[src/rtl/serial_magnitude_comparator_if.sv]
`timescale 1ns/1ps
// Handshake/operand bundle for serial_magnitude_comparator.
// master: requester (drives start/a/b/is_signed, observes status and result flags).
// slave : comparator (samples the request, drives busy/done and the result flags).
interface serial_magnitude_comparator_if #(
  parameter int WIDTH = 8
);
  logic             start;
  logic [WIDTH-1:0] a;
  logic [WIDTH-1:0] b;
  logic             is_signed;
  logic             busy;
  logic             done;
  logic             a_gt_b;
  logic             a_eq_b;
  logic             a_lt_b;

  modport master (
    output start, a, b, is_signed,
    input  busy, done, a_gt_b, a_eq_b, a_lt_b
  );

  modport slave (
    input  start, a, b, is_signed,
    output busy, done, a_gt_b, a_eq_b, a_lt_b
  );
endinterface

[src/rtl/serial_magnitude_comparator.sv]
`timescale 1ns/1ps
// Purpose : bit-serial MSB-first magnitude compare of two WIDTH-bit operands, unsigned or two's-complement.
// Latency : capture edge + 1..WIDTH scan edges (first differing bit) with EARLY_EXIT=1, always WIDTH with EARLY_EXIT=0.
// Backpressure: none; start is only sampled in IDLE, requests while busy are dropped, busy tells the requester when to retry.
//
// Ports:
//   clk    - rising-edge clock
//   rst_n  - synchronous active-low reset (abandons any scan, no done issued)
//   cmp_if - slave side of serial_magnitude_comparator_if:
//            start/a/b/is_signed in; busy, done (1-cycle pulse), a_gt_b/a_eq_b/a_lt_b (held) out
module serial_magnitude_comparator #(
  parameter int WIDTH      = 8,
  parameter bit EARLY_EXIT = 1'b1
) (
  input  logic                         clk,
  input  logic                         rst_n,
  serial_magnitude_comparator_if.slave cmp_if
);

  localparam int                 IDX_W   = (WIDTH > 1) ? $clog2(WIDTH) : 1;
  localparam logic [IDX_W-1:0]   MSB_IDX = IDX_W'(WIDTH - 1);

  typedef enum logic {
    IDLE = 1'b0,
    SCAN = 1'b1
  } state_t;

  state_t           state_q;
  logic [WIDTH-1:0] a_q;
  logic [WIDTH-1:0] b_q;
  logic             sgn_q;
  logic [IDX_W-1:0] idx_q;
  logic             decided_q;
  logic             pend_gt_q;   // result latched at the first differing bit when scanning on
  logic             pend_lt_q;
  logic             busy_q;
  logic             done_q;
  logic             gt_q;
  logic             eq_q;
  logic             lt_q;

  // Per-bit step, evaluated on the bit currently addressed by idx_q.
  logic bit_a;
  logic bit_b;
  logic bit_diff;
  logic sign_pos;
  logic a_wins;
  logic decided_d;
  logic res_gt_d;
  logic res_lt_d;
  logic finish_d;

  always_comb begin
    bit_a     = a_q[idx_q];
    bit_b     = b_q[idx_q];
    bit_diff  = bit_a ^ bit_b;
    // At the sign position of a signed compare a 1 marks the negative (smaller)
    // operand, so the sense of the decision flips there.
    sign_pos  = sgn_q && (idx_q == MSB_IDX);
    a_wins    = bit_a ^ sign_pos;
    decided_d = decided_q | bit_diff;
    // Once decided, later bits are ignored: the pending result is sticky.
    res_gt_d  = decided_q ? pend_gt_q : (bit_diff & a_wins);
    res_lt_d  = decided_q ? pend_lt_q : (bit_diff & ~a_wins);
    finish_d  = (idx_q == '0) || (EARLY_EXIT && bit_diff);
  end

  always_ff @(posedge clk) begin
    if (!rst_n) begin
      state_q   <= IDLE;
      a_q       <= '0;
      b_q       <= '0;
      sgn_q     <= 1'b0;
      idx_q     <= '0;
      decided_q <= 1'b0;
      pend_gt_q <= 1'b0;
      pend_lt_q <= 1'b0;
      busy_q    <= 1'b0;
      done_q    <= 1'b0;
      gt_q      <= 1'b0;
      eq_q      <= 1'b0;
      lt_q      <= 1'b0;
    end else begin
      done_q <= 1'b0;
      case (state_q)
        IDLE: begin
          if (cmp_if.start) begin
            a_q       <= cmp_if.a;
            b_q       <= cmp_if.b;
            sgn_q     <= cmp_if.is_signed;
            idx_q     <= MSB_IDX;
            decided_q <= 1'b0;
            pend_gt_q <= 1'b0;
            pend_lt_q <= 1'b0;
            busy_q    <= 1'b1;
            state_q   <= SCAN;
          end
        end
        SCAN: begin
          if (finish_d) begin
            // Result flags only move here, so they hold through the next scan.
            gt_q    <= res_gt_d;
            lt_q    <= res_lt_d;
            eq_q    <= ~(res_gt_d | res_lt_d);
            done_q  <= 1'b1;
            busy_q  <= 1'b0;
            state_q <= IDLE;
          end else begin
            idx_q     <= idx_q - 1'b1;
            decided_q <= decided_d;
            pend_gt_q <= res_gt_d;
            pend_lt_q <= res_lt_d;
          end
        end
        default: state_q <= IDLE;
      endcase
    end
  end

  assign cmp_if.busy   = busy_q;
  assign cmp_if.done   = done_q;
  assign cmp_if.a_gt_b = gt_q;
  assign cmp_if.a_eq_b = eq_q;
  assign cmp_if.a_lt_b = lt_q;

  // Structural invariants of the published result.
  a_onehot_on_done : assert property (@(posedge clk) disable iff (!rst_n)
                                      done_q |-> $onehot({gt_q, eq_q, lt_q}));
  a_done_not_busy  : assert property (@(posedge clk) disable iff (!rst_n)
                                      !(done_q && busy_q));

endmodule

[src/flat_wrapper.sv]
// flat-port wrapper written by rule: the top's interface ports become plain ports
module serial_magnitude_comparator_flat 
#(
  parameter int WIDTH      = 8,
  parameter bit EARLY_EXIT = 1'b1
)
  (clk, rst_n, cmp_if_start, cmp_if_a, cmp_if_b, cmp_if_is_signed, cmp_if_busy, cmp_if_done, cmp_if_a_gt_b, cmp_if_a_eq_b, cmp_if_a_lt_b);
  serial_magnitude_comparator_if #(.WIDTH(WIDTH)) cmp_if_i ();
  input  logic clk;
  input  logic rst_n;
  input wire logic [$bits(cmp_if_i.start)-1:0] cmp_if_start;
  input wire logic [$bits(cmp_if_i.a)-1:0] cmp_if_a;
  input wire logic [$bits(cmp_if_i.b)-1:0] cmp_if_b;
  input wire logic [$bits(cmp_if_i.is_signed)-1:0] cmp_if_is_signed;
  output wire logic [$bits(cmp_if_i.busy)-1:0] cmp_if_busy;
  output wire logic [$bits(cmp_if_i.done)-1:0] cmp_if_done;
  output wire logic [$bits(cmp_if_i.a_gt_b)-1:0] cmp_if_a_gt_b;
  output wire logic [$bits(cmp_if_i.a_eq_b)-1:0] cmp_if_a_eq_b;
  output wire logic [$bits(cmp_if_i.a_lt_b)-1:0] cmp_if_a_lt_b;
  assign cmp_if_i.start = cmp_if_start;
  assign cmp_if_i.a = cmp_if_a;
  assign cmp_if_i.b = cmp_if_b;
  assign cmp_if_i.is_signed = cmp_if_is_signed;
  assign cmp_if_busy = cmp_if_i.busy;
  assign cmp_if_done = cmp_if_i.done;
  assign cmp_if_a_gt_b = cmp_if_i.a_gt_b;
  assign cmp_if_a_eq_b = cmp_if_i.a_eq_b;
  assign cmp_if_a_lt_b = cmp_if_i.a_lt_b;
  serial_magnitude_comparator #(.WIDTH(WIDTH), .EARLY_EXIT(EARLY_EXIT)) u_core (.clk(clk), .rst_n(rst_n), .cmp_if(cmp_if_i));
endmodule
[config.mk]
export PLATFORM = sky130hd
export DESIGN_NAME = serial_magnitude_comparator_flat
export DESIGN_NICKNAME = d
export VERILOG_FILES = /design/src/rtl/serial_magnitude_comparator_if.sv /design/src/rtl/serial_magnitude_comparator.sv /design/src/flat_wrapper.sv
export SDC_FILE = /design/constraint.sdc
export NUM_CORES = 1
export LEC_CHECK = 0
export BUFFER_PORTS_ARGS = -buffer_cell sky130_fd_sc_hd__buf_2
export CAP_MARGIN = 20
export CELL_PAD_IN_SITES_DETAIL_PLACEMENT = 2
export CELL_PAD_IN_SITES_GLOBAL_PLACEMENT = 2
export CORE_MARGIN = 4
export CORE_UTILIZATION = 34
export DETAILED_ROUTE_END_ITERATION = 7
export PLACE_DENSITY = 0.83
export SETUP_SLACK_MARGIN = 0.3
export SLEW_MARGIN = 20
export SYNTH_ARGS = -nofsm -noshare
export SYNTH_HDL_FRONTEND = slang
export SYNTH_SLANG_ARGS = --single-unit
[constraint.sdc]
create_clock -name clk -period 5.8 [get_ports clk]
set_input_delay 1.74 -clock clk [delete_from_list [all_inputs] [get_ports clk]]
set_output_delay 1.74 -clock clk [all_outputs]
set_load 0.05 [all_outputs]
==> results of run 1 <==
[tightest hold or removal path: stages, from the launching register on]
cell     delay [ns]
dfxtp_1        0.31
nand2_1        0.05
a21oi_1        0.05
[final cells by class]
cell class	instances	area [um2]	area share, %
clock buffer	7	86.3	5.63
timing repair buffer	25	128	8.33
inverter	5	18.8	1.22
tap	48	60.1	3.92
multi-input combinational	104	659	43.0
sequential	29	581	37.9
[metal layers]
| layer | wire [um] | share of wire [%] | vias to the layer above | GRT usage, % |
|---|---|---|---|---|
| li1 | - | - | 562 | - |
| met1 | 1450 | 39 | 576 | 17.1 |
| met2 | 2060 | 56 | 21 | 31.2 |
| met3 | 109 | 3.0 | 4 | 4.46 |
| met4 | 56 | 1.5 | 0 | 6.81 |
| met5 | 0 | 0 | - | 0 |
[power by group through the flow]
stage	registers [mW]	logic, mW	clock network, mW
after global routing	0.233	0.125	0.179
after floorplan	0.241	0.0765	0
final	0.230	0.112	0.166
after detailed placement	0.235	0.112	0
after global placement	0.233	0.104	0
after CTS	0.230	0.113	0.170
[worst max path at each step]
stage	slack, ns	depth (start not counted)	start	end
final	2.94	4	rst_n	u_core.cmp_if.a_lt_b$_SDFFE_PN0P_
after global routing	2.79	4	rst_n	u_core.cmp_if.a_lt_b$_SDFFE_PN0P_
after CTS	2.95	4	rst_n	u_core.cmp_if.a_eq_b$_SDFFE_PN0P_
after detailed placement	2.64	4	rst_n	u_core.cmp_if.a_eq_b$_SDFFE_PN0P_
after global placement	2.72	4	rst_n	u_core.cmp_if.a_lt_b$_SDFFE_PN0P_
after floorplan	3.29	5	cmp_if_start	u_core.idx_q[2]$_SDFFE_PN0P_
[synthesized netlist by cell type]
cell | n | area [um2]
mux4_2 | 3 | 67.6
nand3_1 | 1 | 5.00
mux2i_1 | 3 | 30.0
nor2b_1 | 3 | 18.8
nor2_1 | 4 | 15.0
a21oi_1 | 19 | 95.1
nor4_1 | 1 | 6.26
buf_6 | 2 | 22.5
o21a_1 | 1 | 7.51
a311oi_2 | 1 | 15.0
and3b_1 | 1 | 8.76
nand2_1 | 39 | 146
clkbuf_1 | 7 | 26.3
o2111a_1 | 2 | 22.5
a21boi_0 | 1 | 7.51
o32ai_1 | 1 | 8.76
inv_1 | 5 | 18.8
dfxtp_1 | 29 | 581
o21ai_0 | 2 | 10.0
o31ai_1 | 2 | 15.0
o41ai_1 | 1 | 8.76
a22oi_1 | 1 | 7.51
a22o_1 | 1 | 8.76
and3_1 | 2 | 12.5
nand2b_1 | 1 | 6.26
a311o_1 | 1 | 10.0
or3_1 | 2 | 12.5
ha_1 | 3 | 37.5
a211oi_1 | 1 | 7.51
buf_2 | 1 | 5.00
or2_4 | 1 | 8.76
and3_4 | 1 | 11.3
buf_1 | 1 | 3.75
a32o_1 | 2 | 20.0
o311a_1 | 2 | 20.0
nor4b_1 | 1 | 8.76
[kinds of logic (layout without fill, tap and decap cells)]
logic type | after synthesis | after routing
adders and majority gates | 3 | 3
DFF | 29 | 29
AOI/OAI and AO/OA | 38 | 38
muxes | 6 | 6
and+or+nand+nor | 57 | 57
buffers and inverters | 16 | 37
[per-stage QoR]
stage	instances	power (mW)	hold slack [ns]	setup WS, ns	utilization [%]
6_report	218	0.508	0.459	2.94	41.6
4_1_cts	218	0.514	0.467	2.95	41.6
5_1_grt	218	0.536	0.501	2.79	41.6
2_1_floorplan	149	0.317	0.433	3.29	-
3_3_place_gp	211	0.338	0.440	2.72	39.2
3_5_place_dp	211	0.346	0.459	2.64	39.2
[state kept, by name, summed over array words and instances (netlist names)]
register,count
u_core.cmp_if.a_lt_b,1
u_core.cmp_if.done,1
u_core.decided_q,1
u_core.cmp_if.a_eq_b,1
u_core.a_q,8
u_core.pend_lt_q,1
u_core.idx_q,3
u_core.state_q,1
u_core.cmp_if.a_gt_b,1
u_core.sgn_q,1
u_core.b_q,8
u_core.pend_gt_q,1
u_core.cmp_if.busy,1
==> impl_metrics.tcl, run 1 <==
set metrics [dict create \
    outcome "finished clean" \
    synth_top_family_by_area "compound AO/OA/AOI/OAI gates" \
    initial_utilization_pct 35.7 \
    cts-buffers-inserted 5 \
    drt_wl_total_um 3680 \
    fillCellCount 428 \
    yosysUniqueCellTypes 36 \
    p_leak_nw 0.642 \
    dp_hpwl_um 2770 \
    clkTransAtPathRegs_ns 0.05 \
    arrival_ns 3.03 \
    place_congestion 0.747 \
    drc 0 \
    syn_to_final_growth_pct 16.4 \
    holdPathEnd "u_core.sgn_q$_SDFFE_PN0P_" \
    crit_fanout 21 \
    die_area_mm2 0.00493 \
    die_h_um 70.2 \
    cts_sinks 29 \
    fmax_ghz 0.349 \
    cts-root-buf "clkbuf_8" \
    maxCapViolCount 0 \
    min_period_over_period_pct 49.4 \
    cp-start-kind "input pin" \
    timing_hold_violations_final 0 \
    synthSimpleGateAreaFrac_pct 19.8 \
    antenna_found_initial 0 \
    tightest_slew_ns 0.845 \
    p_int_mw 0.352 \
    hold_path.class "flop to flop" \
    io_pins 25 \
    clock_path_buffers 2 \
    ys_warn_count 0 \
    rsz0062_at_grt "false" \
    slew_headroom_pct 43.7 \
    crit_path_end_kind "flop" \
    die_x_um 70.2 \
    holdPathStages 2 \
    r2r_cells 5 \
    p_sw_share_pct 30.7 \
    period_needed_ns 2.86 \
    grt_usage_pct 16.6 \
    mostFrequentLayoutCell "nand2_1" \
    power_density_mw_per_mm2 331 \
    setup-tns-final_ns 0 \
    yosysSeqAreaShare_pct 44.1 \
    holdCritStartpoint "u_core.sgn_q$_SDFFE_PN0P_" \
    post_cts_buffers 0 \
    syn_avg_cell_area_um2 8.83 \
    setup_violations 0 \
    core_area_mm2 0.00369 \
    grt_overflow_total 0 \
    ys_ff_latch 29 \
    rrSetupSlack_ns 3.28 \
    post_cts_resized 0 \
    synthAdderAreaFrac_pct 2.85 \
    pwr-share-comb_pct 22.0 \
    rr_endpoint "u_core.idx_q[2]$_SDFFE_PN0P_" \
    syn_nets 172 \
    critPathBufInv 2 \
    synth_compound_area_share_pct 20.1 \
    crit_family "buffers and inverters" \
    grt_pass1_wl_um 6440 \
    synth_mux_area_share_pct 7.41 \
    crit_slowest_cell "inv_1" \
    r2r-start "u_core.idx_q[1]$_SDFFE_PN0P_" \
    cts_hold_buffers 0 \
    htreeDepth 2 \
    rows 22 \
    diodes 0 \
    vias 1163 \
    wire_per_inst_um 16.9 \
    clock_latency_ns 0.27 \
    final_cell_mix "39 x nand2_1, 29 x dfxtp_1, 24 x buf_2, 19 x a21oi_1, 6 x clkbuf_8" \
    stdcell_area_mm2 0.00153 \
    drt_first_pass_iters 4 \
    synth_area_mm2 0.00132 \
    postRouteAntennaNets 0 \
    cts_tree "built" \
    vias_per_cell 5.33 \
    p_switching_mw 0.156 \
    crit_type "input pin to flop" \
    pwr-share-seq_pct 45.2 \
    synth_xor_area_share_pct 0 \
    grt_max_degree 23 \
    path_cells "buf_2 > inv_1 > o32ai_1 > a22o_1" \
    cpPeakStageDelay_ns 0.54 \
    netlist_instances 149 \
    p_clk_share_pct 32.8 \
    fin_nets 193 \
    drt_iter0_markers 21 \
    peakVddDrop_uv 117 \
    grt_pass1_vias 1358 \
    dpl_cell_area_mm2 0.00145 \
    port_buffers 24 \
    slew_viol_final 0 \
    finClkSkew_ns 0.00798 \
    required_ns 5.96 \
    drive_above_1_share_pct 21.8 \
]
Power figures use the tool's default switching activity.
==> inputs of run 2 (changes only) <==
--- a/config.mk
+++ b/config.mk
@@ -5,14 +5,15 @@
 export SDC_FILE = /design/constraint.sdc
 export NUM_CORES = 1
 export LEC_CHECK = 0
+export ABC_AREA = 1
 export BUFFER_PORTS_ARGS = -buffer_cell sky130_fd_sc_hd__buf_2
 export CAP_MARGIN = 20
 export CELL_PAD_IN_SITES_DETAIL_PLACEMENT = 2
 export CELL_PAD_IN_SITES_GLOBAL_PLACEMENT = 2
 export CORE_MARGIN = 4
-export CORE_UTILIZATION = 34
+export CORE_UTILIZATION = 30
 export DETAILED_ROUTE_END_ITERATION = 7
-export PLACE_DENSITY = 0.83
+export PLACE_DENSITY = 0.79
 export SETUP_SLACK_MARGIN = 0.3
 export SLEW_MARGIN = 20
 export SYNTH_ARGS = -nofsm -noshare
==> constraint.sdc (replaced) <==
create_clock -name clk -period 2.8 [get_ports clk]
set_input_delay 0.84 -clock clk [delete_from_list [all_inputs] [get_ports clk]]
set_output_delay 0.84 -clock clk [all_outputs]
set_load 0.05 [all_outputs]
==> impl_metrics.tcl, run 2 <==
set metrics [dict create \
    diodes 0 \
    netlist_top_cells_count "47 x nand2_1, 29 x dfxtp_1, 23 x nand3_1, 20 x inv_1, 19 x o21ai_0" \
    grt_pass1_vias 1500 \
    reg_top3 "u_core.a_q x8, u_core.b_q x8, u_core.idx_q x3" \
    maxCapViolCount 0 \
    setup_violations 0 \
    cts-buffers-inserted 5 \
    htreeDepth 2 \
    cpPeakStageDelay_ns 0.55 \
    yosysSeqAreaShare_pct 41.1 \
    yosysTopAreaCell "dfxtp_1" \
    holdWs_ns 0.459 \
    tightest_slew_ns 0.393 \
    synth_flop_cell "dfxtp_1" \
    p_sw_share_pct 33.9 \
    synth_top_area_share_pct 41.1 \
    p_clk_share_pct 33.5 \
    clock_path_buffers 2 \
    clock_latency_ns 0.28 \
    finClkSkew_ns 0.00706 \
    vias 1366 \
    ys_ff_latch 29 \
    crit_fanout 7 \
    cpMostUsedCell "nand2_2" \
    syn_to_final_growth_pct 18.4 \
    slew_headroom_pct 73.8 \
    dp_hpwl_um 3050 \
    dpl_cell_area_mm2 0.00157 \
    die_area_mm2 0.00587 \
    required_ns 2.97 \
    pwr-share-seq_pct 41.2 \
    cts_hold_buffers 0 \
    syn_nets 224 \
    arrival_ns 2.02 \
    outcome "finished clean" \
    die_h_um 76.6 \
    final_cell_mix "47 x nand2_1, 29 x dfxtp_1, 24 x buf_2, 23 x nand3_1, 20 x inv_1" \
    cp-startpoint "u_core.idx_q[1]$_SDFFE_PN0P_" \
    peakVddDrop_uv 302 \
    slew_viol_final 0 \
    drive_above_1_share_pct 23.3 \
    core_area_mm2 0.00444 \
    p_int_mw 0.763 \
    cp-start-kind "flop" \
    crit_path_end_kind "flop" \
    antenna_found_initial 0 \
    synth-edff-count 0 \
    rows 24 \
    clkTransAtPathRegs_ns 0.07 \
    cts_tree "built" \
    initial_utilization_pct 31.8 \
    critPathBufInv 2 \
    drt_first_pass_iters 4 \
    post-route-util_pct 37.6 \
    ys_warn_count 0 \
    async_reset_ff_share_pct 0 \
    syn_avg_cell_area_um2 7.02 \
    crit_slowest_cell "dfxtp_1" \
    postRouteAntennaNets 0 \
    port_buffers 24 \
    io_pins 25 \
    cts-root-buf "clkbuf_8" \
    netlist_instances 201 \
    p_leak_nw 0.806 \
    vias_per_cell 4.90 \
    synth.most_common_cell "nand2_1" \
    timing_hold_violations_final 0 \
    drt_wl_total_um 4000 \
    fin_nets 249 \
    mostFrequentLayoutCell "nand2_1" \
    place_congestion 0.756 \
    holdCritStartpoint "u_core.b_q[4]$_SDFFE_PN0P_" \
    r2r-start "u_core.idx_q[1]$_SDFFE_PN0P_" \
    setup-tns-final_ns 0 \
    power_density_mw_per_mm2 691 \
    rsz0062_at_grt "false" \
    fmax_ghz 0.541 \
    dpl.cell_count 271 \
    drc 0 \
    path_cells "inv_2 > nand3_1 > nand2_1 > nand2_2 > nand2_2 > nand2_2 > nand2_4 > a21oi_1 > inv_1 > nand3_1 > nand2_1" \
    synth_area_mm2 0.00141 \
    period_needed_ns 1.85 \
    drt_iter0_markers 58 \
    grt_overflow_total 0 \
    synth_area_leaders "dfxtp_1 41%, nand2_1 13%, nand3_1 8.2%, o21ai_0 6.7%, a21oi_1 6.4%" \
    yosysUniqueCellTypes 21 \
    grt_usage_pct 15.2 \
    grt_max_degree 28 \
    crit_family "simple AND/OR/NAND/NOR gates" \
    die_x_um 76.6 \
    post_cts_buffers 0 \
    grt_pass1_wl_um 7080 \
    min_period_over_period_pct 66.1 \
    wire_per_inst_um 14.3 \
    stdcell_area_mm2 0.00167 \
    final_cells 279 \
    p_switching_mw 0.392 \
    crit_type "flop to flop" \
    post_cts_resized 0 \
    pwr-share-comb_pct 25.3 \
    hold_path.class "flop to flop" \
    cts_sinks 29 \
]
run 2: cell count changes after synthesis, sizes merged, moves of 8 or more:
cell   previous run  this run
inv               5        24
nor2              4        12
o21ai             2        19
nand3             1        26
nand2            39        57
run 2: cell families (layout without fill, tap and decap cells):
logic type / count (synthesis) / after routing / share of synthesized area (%)
AO/OA/AOI/OAI: 38 / 38 / 13.7
AND/OR/NAND/NOR: 98 / 98 / 32.4
XOR/XNOR: 1 / 1 / 0.621
flip-flops: 29 / 29 / 41.1
adder cells (fa/ha/maj): 3 / 3 / 2.66
buffers and inverters: 32 / 58 / 9.40
run 2: power by group through the flow:
stage	Combinational (mW)	Clock [mW]	Sequential, mW
3_3_place_gp	0.282	0	0.483
3_5_place_dp	0.294	0	0.485
4_1_cts	0.298	0.397	0.476
6_report	0.292	0.387	0.476
2_1_floorplan	0.203	0	0.497
5_1_grt	0.337	0.421	0.480
run 2: per-stage QoR:
step / total power [mW] / setup slack (ns)
finish: 1.15 / 0.950
global route: 1.24 / 0.790
CTS: 1.17 / 0.923
detailed placement: 0.779 / 0.830
global placement: 0.765 / 0.877
floorplan: 0.700 / 1.27
run 2: path summary, 6_finish.rpt:
kind              slack (ns)                           endpoint  cells past startpoint
setup / recovery        0.95  u_core.cmp_if.a_lt_b$_SDFFE_PN0P_                     11
hold / removal          0.46         u_core.b_q[4]$_SDFFE_PN0P_                      2
setup reg to reg        0.95  u_core.cmp_if.a_lt_b$_SDFFE_PN0P_                     11
hold reg to reg         0.46         u_core.b_q[4]$_SDFFE_PN0P_                      2
run 2: worst min-delay path, cell delays in order (launching register included):
cell	delay, ns
dfxtp_1	0.30
inv_1	0.06
a21oi_1	0.06
run 2: area by class of cell:
cell class,instances,area [um2]
Fill cell,568,2770
Multi-Input combinational cell,140,698
Sequential cell,29,581
Timing Repair Buffer,26,135
Clock buffer,7,96.3
Inverter,24,90.1
Tap cell,52,65.1
Clock inverter,1,5.00
run 2: layer usage:
| metal | track usage, % | share of wire (%) | up-vias |
|---|---|---|---|
| met5 | 0 | 0 | - |
| li1 | - | - | 691 |
| met2 | 25.7 | 47 | 19 |
| met4 | 4.89 | 1.3 | 0 |
| met3 | 4.02 | 3.3 | 5 |
| met1 | 18.8 | 48 | 651 |
==> inputs of run 3 (changes only) <==
--- a/config.mk
+++ b/config.mk
@@ -11,9 +11,9 @@
 export CELL_PAD_IN_SITES_DETAIL_PLACEMENT = 2
 export CELL_PAD_IN_SITES_GLOBAL_PLACEMENT = 2
 export CORE_MARGIN = 4
-export CORE_UTILIZATION = 30
+export CORE_UTILIZATION = 27
 export DETAILED_ROUTE_END_ITERATION = 7
-export PLACE_DENSITY = 0.79
+export PLACE_DENSITY = 0.76
 export SETUP_SLACK_MARGIN = 0.3
 export SLEW_MARGIN = 20
 export SYNTH_ARGS = -nofsm -noshare
==> constraint.sdc (replaced) <==
create_clock -name clk -period 1.7 [get_ports clk]
set_input_delay 0.51 -clock clk [delete_from_list [all_inputs] [get_ports clk]]
set_output_delay 0.51 -clock clk [all_outputs]
set_load 0.05 [all_outputs]
==> impl_metrics.tcl, run 3 (synthesis results as in run 2) <==
set metrics [dict create \
    tightest_slew_ns 0.335 \
    dpl.cell_count 293 \
    setup_violations 0 \
    clkTransAtPathRegs_ns 0.06 \
    drt_iter0_markers 61 \
    slew_headroom_pct 77.6 \
    finClkSkew_ns 0.0116 \
    cts_sinks 29 \
    cts_tree "built" \
    port_buffers 24 \
    drc 0 \
    die_area_mm2 0.00645 \
    diodes 0 \
    clock_path_buffers 2 \
    min_period_over_period_pct 97.5 \
    cp-start-kind "flop" \
    fmax_ghz 0.603 \
    postRouteAntennaNets 0 \
    rsz0062_at_grt "true" \
    final_cells 304 \
    crit_path_end_kind "flop" \
    holdPathStages 2 \
    hold_path.class "flop to flop" \
    rows 26 \
    fillCellCount 604 \
    io_pins 25 \
    rrSetupSlack_ns 0.04 \
    holdPathEnd "u_core.cmp_if.a_gt_b$_SDFFE_PN0P_" \
    reg_top3 "u_core.a_q x8, u_core.b_q x8, u_core.idx_q x3" \
    drt_first_pass_iters 4 \
    mostFrequentLayoutCell "nand2_2" \
    drive_above_1_share_pct 47.9 \
    rr_endpoint "u_core.idx_q[2]$_SDFFE_PN0P_" \
    crit_type "flop to flop" \
    post-route-util_pct 40.8 \
    grt_max_degree 31 \
    crit_fanout 7 \
    cts-root-buf "clkbuf_8" \
    dp_hpwl_um 3140 \
    clock_latency_ns 0.29 \
    peakVddDrop_uv 429 \
    arrival_ns 1.82 \
    holdCritStartpoint "u_core.cmp_if.a_gt_b$_SDFFE_PN0P_" \
    fin_nets 258 \
    grt_pass1_wl_um 7660 \
    p_leak_nw 0.914 \
    htreeDepth 2 \
    grt_usage_pct 16.1 \
    r2r-start "u_core.idx_q[0]$_SDFFE_PN0P_" \
    vias 1473 \
    timing_hold_violations_final 0 \
    vias_per_cell 4.85 \
    cts-buffers-inserted 5 \
    die_x_um 80.3 \
    grt_pass1_vias 1570 \
    grt_overflow_total 0 \
    slew_viol_final 0 \
    final_cell_mix "28 x nand2_2, 27 x dfxtp_1, 20 x buf_2, 18 x inv_1, 18 x nand2_1" \
    die_h_um 80.3 \
    core_area_mm2 0.00507 \
    maxCapViolCount 0 \
    syn_to_final_growth_pct 46.6 \
    initial_utilization_pct 27.8 \
    outcome "finished clean" \
    place_congestion 0.761 \
    period_needed_ns 1.66 \
    r2r_cells 11 \
    wire_per_inst_um 17.2 \
    power_density_mw_per_mm2 1020 \
    antenna_found_initial 0 \
    required_ns 1.86 \
    drt_wl_total_um 5230 \
]
## run 3: changes by cell type in the layout (fill, tap and decap cells not counted), moves of 4 or more
cell,previous run,this run
nand3_4,1,7
buf_4,2,11
nand2_2,9,28
nand3_2,2,10
buf_2,24,20
a21oi_1,18,14
nand2_4,1,11
nand3_1,23,9
nand2_1,47,18
## run 3: how the worst max path moves through the flow
stage	start	end	cells after the start
after floorplan	u_core.idx_q[0]$_SDFFE_PN0P_	u_core.idx_q[1]$_SDFFE_PN0P_	14
after global placement	u_core.idx_q[0]$_SDFFE_PN0P_	u_core.idx_q[2]$_SDFFE_PN0P_	11
after detailed placement	u_core.idx_q[1]$_SDFFE_PN0P_	u_core.idx_q[2]$_SDFFE_PN0P_	10
after CTS	u_core.idx_q[0]$_SDFFE_PN0P_	u_core.idx_q[2]$_SDFFE_PN0P_	12
after global routing	u_core.idx_q[0]$_SDFFE_PN0P_	u_core.idx_q[2]$_SDFFE_PN0P_	11
final	u_core.idx_q[0]$_SDFFE_PN0P_	u_core.idx_q[2]$_SDFFE_PN0P_	11
## run 3: what timing repair did
action | 4_1_cts | 5_1_grt
hold buffers | 0 | 0
pin swaps | 12 | 23
buffers inserted | 2 | 2
gates cloned | 1 | 0
endpoints found under the setup margin | 13 | 21
gates resized for setup | 30 | 54
## run 3: power by group
part | total, mW | internal (mW) | switching, mW | leakage, nW
combinational | 0.777 | 0.271 | 0.506 | 0.634
sequential | 0.782 | 0.741 | 0.0412 | 0.241
clock | 0.544 | 0.269 | 0.275 | 0.0399
## run 3: per-layer routing
layer | part of all wire [%] | GRT usage (%) | vias to the layer above
met5 | 0 | 0 | -
li1 | - | - | 717
met3 | 3.2 | 3.03 | 11
met2 | 54 | 27.6 | 23
met1 | 40 | 18.6 | 722
met4 | 2.7 | 8.95 | 0
## run 3: critical path: stages, from the launching register on
cell and delay [ns]:
dfxtp_4 0.37, buf_8 0.15, nand2_4 0.06, nand3_2 0.10, nand2_2 0.11, nand2_2 0.05, nand2_2 0.08, nand2_2 0.07
nand2_4 0.11, nand3_4 0.13, o21ai_2 0.23, a21oi_4 0.06
## run 3: through the flow
step | TNS, ns | total power [mW] | worst slack, ns | hold slack [ns] | cell area (um2)
2_1_floorplan | 0 | 1.17 | 0.239 | 0.429 | 1430
3_3_place_gp | 0 | 1.30 | 0.0678 | 0.444 | 1650
3_5_place_dp | 0 | 1.31 | 0.0306 | 0.458 | 1650
4_1_cts | 0 | 1.93 | 0.167 | 0.470 | 1840
5_1_grt | -0.120 | 2.22 | -0.0535 | 0.486 | 2070
6_report | 0 | 2.10 | 0.0429 | 0.457 | 2070
## run 3: layout make-up
| type | instances | area (um2) | area share [%] |
|---|---|---|---|
| clock inverter | 1 | 5.00 | 0.242 |
| clock buffer | 5 | 68.8 | 3.33 |
| tap | 70 | 87.6 | 4.23 |
| multi-input combinational | 140 | 977 | 47.2 |
| inverter | 24 | 103 | 4.96 |
| sequential | 29 | 588 | 28.4 |
| timing repair buffer | 35 | 240 | 11.6 |
